[src/rtl/load_store_unit.sv]
// Data-memory stage: turns an ALU-computed address and rs2 into a ready/ack memory transaction,
// stalls the core while it is in flight, and returns the sign/zero-extended load value.
module load_store_unit #(
  parameter int XLEN    = 32,
  parameter int TIMEOUT = 255
) (
  input  logic            clk,
  input  logic            rst_n,
  input  logic            mem_read,
  input  logic            mem_write,
  input  logic [2:0]      funct3,
  input  logic [XLEN-1:0] addr,
  input  logic [XLEN-1:0] wdata,
  output logic [XLEN-1:0] load_data,
  output logic            done,
  output logic            stall,
  output logic            lsu_err,
  output logic            mem_req,
  output logic            mem_we,
  output logic [XLEN-1:0] mem_addr,
  output logic [3:0]      mem_be,
  output logic [XLEN-1:0] mem_wdata,
  input  logic [XLEN-1:0] mem_rdata,
  input  logic            mem_ack
);

  localparam int CW = $clog2(TIMEOUT + 1);
  localparam logic [CW-1:0] TMAX = CW'(TIMEOUT);

  localparam logic [1:0] IDLE = 2'd0;
  localparam logic [1:0] BUSY = 2'd1;
  localparam logic [1:0] DONE = 2'd2;

  function automatic logic access_ok(input logic rd, input logic wr,
                                     input logic [2:0] f3, input logic [1:0] a);
    if (rd && wr) return 1'b0;
    case (f3)
      3'b000, 3'b100: return 1'b1;
      3'b001, 3'b101: return ~a[0];
      3'b010:         return (a == 2'b00);
      default:        return 1'b0;
    endcase
  endfunction

  function automatic logic [3:0] byte_en(input logic [2:0] f3, input logic [1:0] a);
    case (f3[1:0])
      2'b00:   return 4'b0001 << a;
      2'b01:   return 4'b0011 << {a[1], 1'b0};
      default: return 4'b1111;
    endcase
  endfunction

  function automatic logic [XLEN-1:0] store_lanes(input logic [2:0] f3, input logic [XLEN-1:0] wd);
    case (f3[1:0])
      2'b00:   return {4{wd[7:0]}};
      2'b01:   return {2{wd[15:0]}};
      default: return wd;
    endcase
  endfunction

  function automatic logic [XLEN-1:0] load_extend(input logic [2:0] f3, input logic [1:0] a,
                                                  input logic [XLEN-1:0] rd);
    logic signed [7:0]  b;
    logic signed [15:0] h;
    b = rd[{a, 3'b000} +: 8];
    h = rd[{a[1], 4'b0000} +: 16];
    case (f3)
      3'b000:  return {{(XLEN-8){b[7]}}, b};
      3'b100:  return {{(XLEN-8){1'b0}}, b};
      3'b001:  return {{(XLEN-16){h[15]}}, h};
      3'b101:  return {{(XLEN-16){1'b0}}, h};
      default: return rd;
    endcase
  endfunction

  logic [1:0]      state, state_nx;
  logic [CW-1:0]   cnt, cnt_nx;
  logic            err_q, err_nx;
  logic            start, valid, accept;

  logic            we_p0;
  logic [2:0]      funct3_p0;
  logic [XLEN-1:0] addr_p0;
  logic [XLEN-1:0] wdata_p0;
  logic [3:0]      be_p0;

  assign start  = mem_read | mem_write;
  assign valid  = access_ok(mem_read, mem_write, funct3, addr[1:0]);
  assign accept = (state == IDLE) && start && valid;

  always_comb begin
    state_nx = state;
    cnt_nx   = cnt;
    err_nx   = err_q;
    case (state)
      IDLE: begin
        cnt_nx = '0;
        if (start) begin
          state_nx = valid ? BUSY : DONE;
          err_nx   = ~valid;
        end
      end
      BUSY: begin
        // an ack on the final allowed cycle still wins over the timeout
        if (mem_ack) begin
          state_nx = DONE;
          err_nx   = 1'b0;
        end else begin
          cnt_nx = cnt + CW'(1);
          if (cnt_nx == TMAX) begin
            state_nx = DONE;
            err_nx   = 1'b1;
          end
        end
      end
      DONE: begin
        state_nx = IDLE;
        cnt_nx   = '0;
      end
      default: begin
        state_nx = IDLE;
        cnt_nx   = '0;
        err_nx   = 1'b0;
      end
    endcase
  end

  always_ff @(posedge clk or negedge rst_n) begin
    if (!rst_n) begin
      state     <= IDLE;
      cnt       <= '0;
      err_q     <= 1'b0;
      load_data <= '0;
    end else begin
      state <= state_nx;
      cnt   <= cnt_nx;
      err_q <= err_nx;
      if ((state == BUSY) && mem_ack && !we_p0)
        load_data <= load_extend(funct3_p0, addr_p0[1:0], mem_rdata);
    end
  end

  // request capture at accept; stable for the whole BUSY phase
  always_ff @(posedge clk) begin
    if (accept) begin
      we_p0     <= mem_write;
      funct3_p0 <= funct3;
      addr_p0   <= addr;
      wdata_p0  <= store_lanes(funct3, wdata);
      be_p0     <= byte_en(funct3, addr[1:0]);
    end
  end

  assign mem_req   = (state == BUSY);
  assign mem_we    = mem_req & we_p0;
  assign mem_addr  = mem_req ? {addr_p0[XLEN-1:2], 2'b00} : '0;
  assign mem_be    = mem_req ? be_p0 : 4'b0000;
  assign mem_wdata = mem_req ? wdata_p0 : '0;
  assign done      = (state == DONE);
  assign lsu_err   = done & err_q;
  assign stall     = rst_n & (((state == IDLE) & start) | (state == BUSY));

endmodule

[config.mk]
export PLATFORM = sky130hd
export DESIGN_NAME = load_store_unit
export DESIGN_NICKNAME = d
export VERILOG_FILES = /design/src/rtl/load_store_unit.sv
export SDC_FILE = /design/constraint.sdc
export NUM_CORES = 1
export LEC_CHECK = 0
export BUFFER_PORTS_ARGS = -buffer_cell sky130_fd_sc_hd__buf_2
export CELL_PAD_IN_SITES_DETAIL_PLACEMENT = 0
export CELL_PAD_IN_SITES_GLOBAL_PLACEMENT = 1
export CORE_MARGIN = 2
export CORE_UTILIZATION = 34
export CTS_CLUSTER_DIAMETER = 80
export DETAILED_ROUTE_END_ITERATION = 8
export PLACE_DENSITY = 0.77
export SETUP_SLACK_MARGIN = 0.5
export SLEW_MARGIN = 15
export SYNTH_ARGS = -nofsm -noshare
export SYNTH_HDL_FRONTEND = slang
export SYNTH_SLANG_ARGS = --single-unit
[constraint.sdc]
create_clock -name clk -period 2.4 [get_ports clk]
set_input_delay 0 -clock clk [delete_from_list [all_inputs] [get_ports clk]]
set_output_delay 0 -clock clk [all_outputs]
set_load 0.01 [all_outputs]
# After elaboration in Yosys (flattened, before gate mapping)
# Cells that the tools add are included.
classes:
  n_addsub: 1
  n_eq_ne: 14
  n_shift: 4
  n_mux: 21
  bitwise_logic: 9
  reduce_logical: 15
ops:
  columns: ["operator", "count"]
  rows:
  - ["case mux 32 bit (4 select lines)", 1]
  - ["two-way mux 32 bit", 2]
  - ["case mux 32 bit (2 select lines)", 1]
  - ["variable part select 32 x 6 -> 16 bit", 1]
  - ["variable part select 32 x 6 -> 8 bit", 1]
  - ["two-way mux 8 bit", 2]
  - ["equality test 3 bit, second input constant", 4]
  - ["adder 8 x 1 -> 8 bit, second input constant", 1]
  - ["equality test 8 bit, second input constant", 1]
  - ["two-way mux 2 bit", 4]
  - ["case mux 4 bit (2 select lines)", 1]
  - ["equality test 3 x 1 -> 1 bit, second input constant", 2]
  - ["logical NOT 2 bit", 3]
  - ["logical NOT 3 bit", 2]
  - ["two-way mux 1 bit", 6]
  - ["case mux 1 bit (3 select lines)", 2]
  - ["logical AND 1 bit", 5]
  - ["bitwise AND 1 bit", 4]
  - ["equality test 2 x 1 -> 1 bit, second input constant", 2]
  - ["two-way mux 4 bit", 1]
  - ["!= test 2 bit, second input constant", 2]
  - ["case mux 2 bit (2 select lines)", 1]
  - ["OR reduction 2 bit", 2]
  - ["left shift 1 x 2 -> 4 bit, first input constant", 1]
  - ["9 further kinds", 12]
totals:
  regBits: 115
  in_bits: 104
  output_inout_bits: 105
  elab_cells: 73

# Depth between registers and ports, before layout
logic_depth:
  ltp_word: 7
  mapped_depth: 6
  depth_no_buf: 6

# Least setup slack after synthesis
# No wires, ideal clock.
synth_path:
  path_kind: "register to register"
  startpoint: "register state[0]"
  endpoint: "register addr_p0[0] (enable)"
  setup_time_ns: 0.428
  arrival_time_ns: 2.076
  required_time_ns: 1.972
  setup_slack_ns: -0.104
  path_stages_with_launch: 3
  n_path_buf: 0
  period_less_slack_ns: 2.504
  cell_sequence: "dfrtp_1 -> nor2_1 -> o211a_1"
synth_between:
  elab_chain_cells: 3
synth_lines:
  columns: ["element", "line_no", "source"]
  rows:
  - ["start, declared", "76", "logic [1:0] state, state_nx;"]
  - ["start signal, assigned", "135", "state <= state_nx;"]
  - ["logical NOT 2 bit", "89", "assign accept = (state == IDLE) && start && valid;"]
  - ["logical AND 1 bit (2 in a row)", "89", null]
  - ["net accept", "79", "logic start, valid, accept;"]
  - ["end signal, assigned", "148", "addr_p0 <= addr;"]
  - ["end, declared", "83", "logic [XLEN-1:0] addr_p0;"]
# The timed path passes the listed nets, and every way through them passes these cells.
# A chain may end at the register's enable or synchronous reset.

# Worst setup path after layout
layout_path:
  startpoint: "register state[1]"
  endpoint: "output port mem_wdata[15]"
layout_between:
  elab_chain_cells: 2
layout_lines:
  columns: ["element", "line_no", "source"]
  rows:
  - ["equality test 2 x 1 -> 1 bit", "154", "assign mem_req = (state == BUSY);"]
  - ["two-way mux 32 bit", "158", "assign mem_wdata = mem_req ? wdata_p0 : '0;"]
  - ["end, declared", "22", "output logic [XLEN-1:0] mem_wdata,"]
# No other way between the ends.

==> impl_metrics.tcl <==
set metrics [dict create \
    die_area_mm2 0.0172 \
    rows 46 \
    crit_type "flip-flop to output port" \
    drive_gt1_frac 0.359 \
    ir_drop_v 0.000450 \
    cp_slowest_stage_delay_ns 0.41 \
    regToRegSetupSlack_ns 0.65 \
    cp_data_required_time_ns 2.40 \
    cp_max_fo 69 \
    netlist_area_mm2 0.00549 \
    maxCapViolCount 0 \
    fillCellCount 1378 \
    route.detailed.wl_per_inst_um 16.3 \
    hp-start "addr[1]" \
    worst_r2r_endpoint "err_q$_DFFE_PN0P_" \
    async_reset_ff_frac 0.374 \
    power_leakage_nw 3.82 \
    post-place-ws_ns 0.556 \
    setup.worst_path.start "state[1]$_DFFE_PN0P_" \
    firstDrtPassIters 4 \
    dp.final_hpwl_um 11000 \
    hold_end "be_p0[0]$_DFFE_PP_" \
    fin_ws_ns 0.646 \
    ys_ff_latch 115 \
    max_freq_mhz 570 \
    arrival_ns 1.75 \
    seq_area_frac_synth 0.590 \
    via_count 4822 \
    ios 209 \
    start_util 0.347 \
    grt_start_max_net_pins 70 \
    cts-htree-levels 4 \
    groute.layer.met3.usage 0.0718 \
    period_share 0.731 \
    design.core.area_mm2 0.0158 \
    p_per_area_mw_per_mm2 844 \
    synth_edf_count 72 \
    dieHeight_um 131 \
    synth_warnings 0 \
    tns_ns 0 \
    min_path_cells 3 \
    grt_pass1_vias 5125 \
    nets 900 \
    via_per_inst 4.71 \
    slowest_stage "dfrtp_1" \
    r2r_cells 5 \
    clk_latency_ns 0.41 \
    finClkSkew_ns 0.0105 \
    root_buffer "clkbuf_16" \
    cts_sinks 115 \
    layout_min_cycle_time_ns 1.75 \
    report.final.slew_viol_count 0 \
    final_hold_viol_count 0 \
    crit_chain "nand2b_1 > clkinv_1 > clkbuf_8 > and2_1 > buf_2" \
    r2r-start "cnt[0]$_DFFE_PN0P_" \
    globalRouteMet1Util 0.232 \
    drt-total-wl_um 16700 \
    gp_congestion 0.850 \
    setup_violations 0 \
    ys.flop_type "edfxtp_1" \
    io_buffer_count 206 \
    die_w_um 131 \
    grt_pass1_wl_um 26700 \
    clockBufferDepth 2 \
    use_met2 0.322 \
    syn_inst 477 \
    cts_made_buffers 17 \
    yosysUniqueCellTypes 49 \
    cts_setup_buffers 0 \
    grt_antenna_before_repair 1 \
    clk_pin_slew_worst_paths_ns 0.06 \
    busiest_layer "met2" \
    antenna_left 0 \
    hold_class "input port to flip-flop" \
    grt_use_total 0.196 \
    drc 0 \
    grt-ovfl-total 0 \
    crit_path_start_kind "flip-flop" \
    drtIter0Drc 308 \
    syn2layout_area_growth_pct 53.8 \
    status "complete, no violations" \
    rsz0062_at_grt "false" \
    cts_tree "built" \
    cp-end-kind "output port" \
    avgSynthCellArea_um2 11.5 \
]
per-layer routing:
layer	wire length [µm]	up-vias	share of wire
li1	-	2319	-
met5	0	-	0
met1	6850	2272	0.41
met3	1430	24	0.085
met2	8070	207	0.48
met4	383	0	0.023
cell families (layout without fill, tap and decap cells):
kind of cell    Yosys count  after routing  synth area share
mux                      37             37            0.0740
fa+ha+maj                 3              3           0.00638
compound gates           84             85             0.106
other cells               1              3          0.000683
simple gates            190            190             0.182
xor+xnor                  6              6           0.00957
flops                   115            115             0.590
buf+inv                  41            369            0.0314
metrics by stage:
stage	power [mW]	utilization	instance area [µm²]	cells	hold WS [ns]
floorplan	3.75	-	5500	478	-0.296
global placement	4.54	0.429	6800	885	-0.102
detailed placement	4.59	0.429	6800	885	-0.0931
CTS	7.19	0.532	8420	1022	0.0198
global route	7.51	0.534	8450	1024	0.0462
finish	7.13	0.534	8450	1024	0.0230
how the worst max path moves through the flow:
stage / end / slack, ns / depth (start not counted)
after floorplan: load_data[16]$_DFFE_PN0P_ / 0.70 / 6
after global placement: addr_p0[23]$_DFFE_PP_ / 0.70 / 5
after detailed placement: load_data[10]$_DFFE_PN0P_ / 0.56 / 5
after CTS: state[0]$_DFFE_PN0P_ / 0.52 / 8
after global routing: mem_wdata[13] / 0.51 / 5
final: mem_wdata[15] / 0.65 / 5
critical path: cells and delay by family, from the launching register on:
family	cells	cell delay [ns]
buffers and inverters	3	0.54
and+or+nand+nor	2	0.37
DFF	1	0.41
sequential cells by signal (all words and copies together), names as in the netlist, 2 cells and up:
signal	flops
state	2
load_data	32
wdata_p0	32
be_p0	4
cnt	8
addr_p0	32
funct3_p0	3
what timing repair did:
action / CTS / global route
setup endpoints to repair: 67 / 64
resized for setup: 1 / 4
cloned: 0 / 1
hold endpoints to repair: 145 / 0
hold buffers: 105 / 0
layout make-up:
cell class | count | area (µm²) | share of cell area
inverters | 12 | 45.0 | 0.00533
flip-flops and latches | 115 | 3240 | 0.383
clock inverters | 14 | 140 | 0.0166
multi-input cells | 323 | 2120 | 0.251
clock buffers | 18 | 429 | 0.0508
well taps | 216 | 270 | 0.0320
diodes | 1 | 2.50 | 0.000296
repair buffers | 325 | 2210 | 0.261
cells in the mapped netlist (2+ instances only):
| master | number | area (µm²) |
|---|---|---|
| a21boi_0 | 2 | 15.0 |
| a21o_1 | 4 | 30.0 |
| a21oi_1 | 23 | 115 |
| a21oi_2 | 10 | 87.6 |
| a221o_1 | 6 | 60.1 |
| a31oi_1 | 5 | 31.3 |
| and2_1 | 69 | 432 |
| and3_1 | 10 | 62.6 |
| and3b_1 | 2 | 17.5 |
| buf_1 | 2 | 7.51 |
| buf_4 | 3 | 22.5 |
| clkbuf_1 | 23 | 86.3 |
| dfrtp_1 | 43 | 1080 |
| edfxtp_1 | 72 | 2160 |
| ha_1 | 2 | 25.0 |
| inv_1 | 12 | 45.0 |
| mux2_2 | 19 | 214 |
| mux2i_1 | 17 | 170 |
| nand2_1 | 43 | 161 |
| nand2b_1 | 3 | 18.8 |
| nand3b_1 | 6 | 45.0 |
| nor2_1 | 40 | 150 |
| nor2b_1 | 4 | 25.0 |
| nor3_1 | 3 | 15.0 |
| nor4_1 | 2 | 12.5 |
| o21ai_0 | 15 | 75.1 |
| o21bai_1 | 5 | 37.5 |
| o221ai_1 | 2 | 17.5 |
| o22ai_1 | 2 | 12.5 |
| o311a_1 | 2 | 20.0 |
| or2_2 | 3 | 18.8 |
| or3_1 | 2 | 12.5 |
| xnor2_1 | 4 | 35.0 |
| xor2_1 | 2 | 17.5 |
power by group:
part / switching (mW) / total [mW] / internal, mW
sequential: 0.223 / 2.77 / 2.55
combinational: 1.04 / 1.93 / 0.891
clock: 0.912 / 2.43 / 1.52
cell usage in the layout (no fill, tap or decap), types with 3 or more instances in the layout:
cell type,n
nand2_1,43
and3_1,10
clkbuf_16,17
inv_1,11
a31oi_1,5
clkinv_4,3
xnor2_1,4
a21o_1,4
nor2b_1,4
clkinvlp_4,4
buf_2,206
edfxtp_1,72
mux2i_1,17
o21ai_0,15
nor2_1,40
nand3b_1,6
mux2_2,19
clkinv_2,4
a21oi_1,23
o21bai_1,5
or2_2,3
dfrtp_1,43
a221o_1,6
and2_1,69
buf_4,12
dlygate4sd3_1,105
a21oi_2,10
No activity file was read; power rests on OpenSTA's default activity.
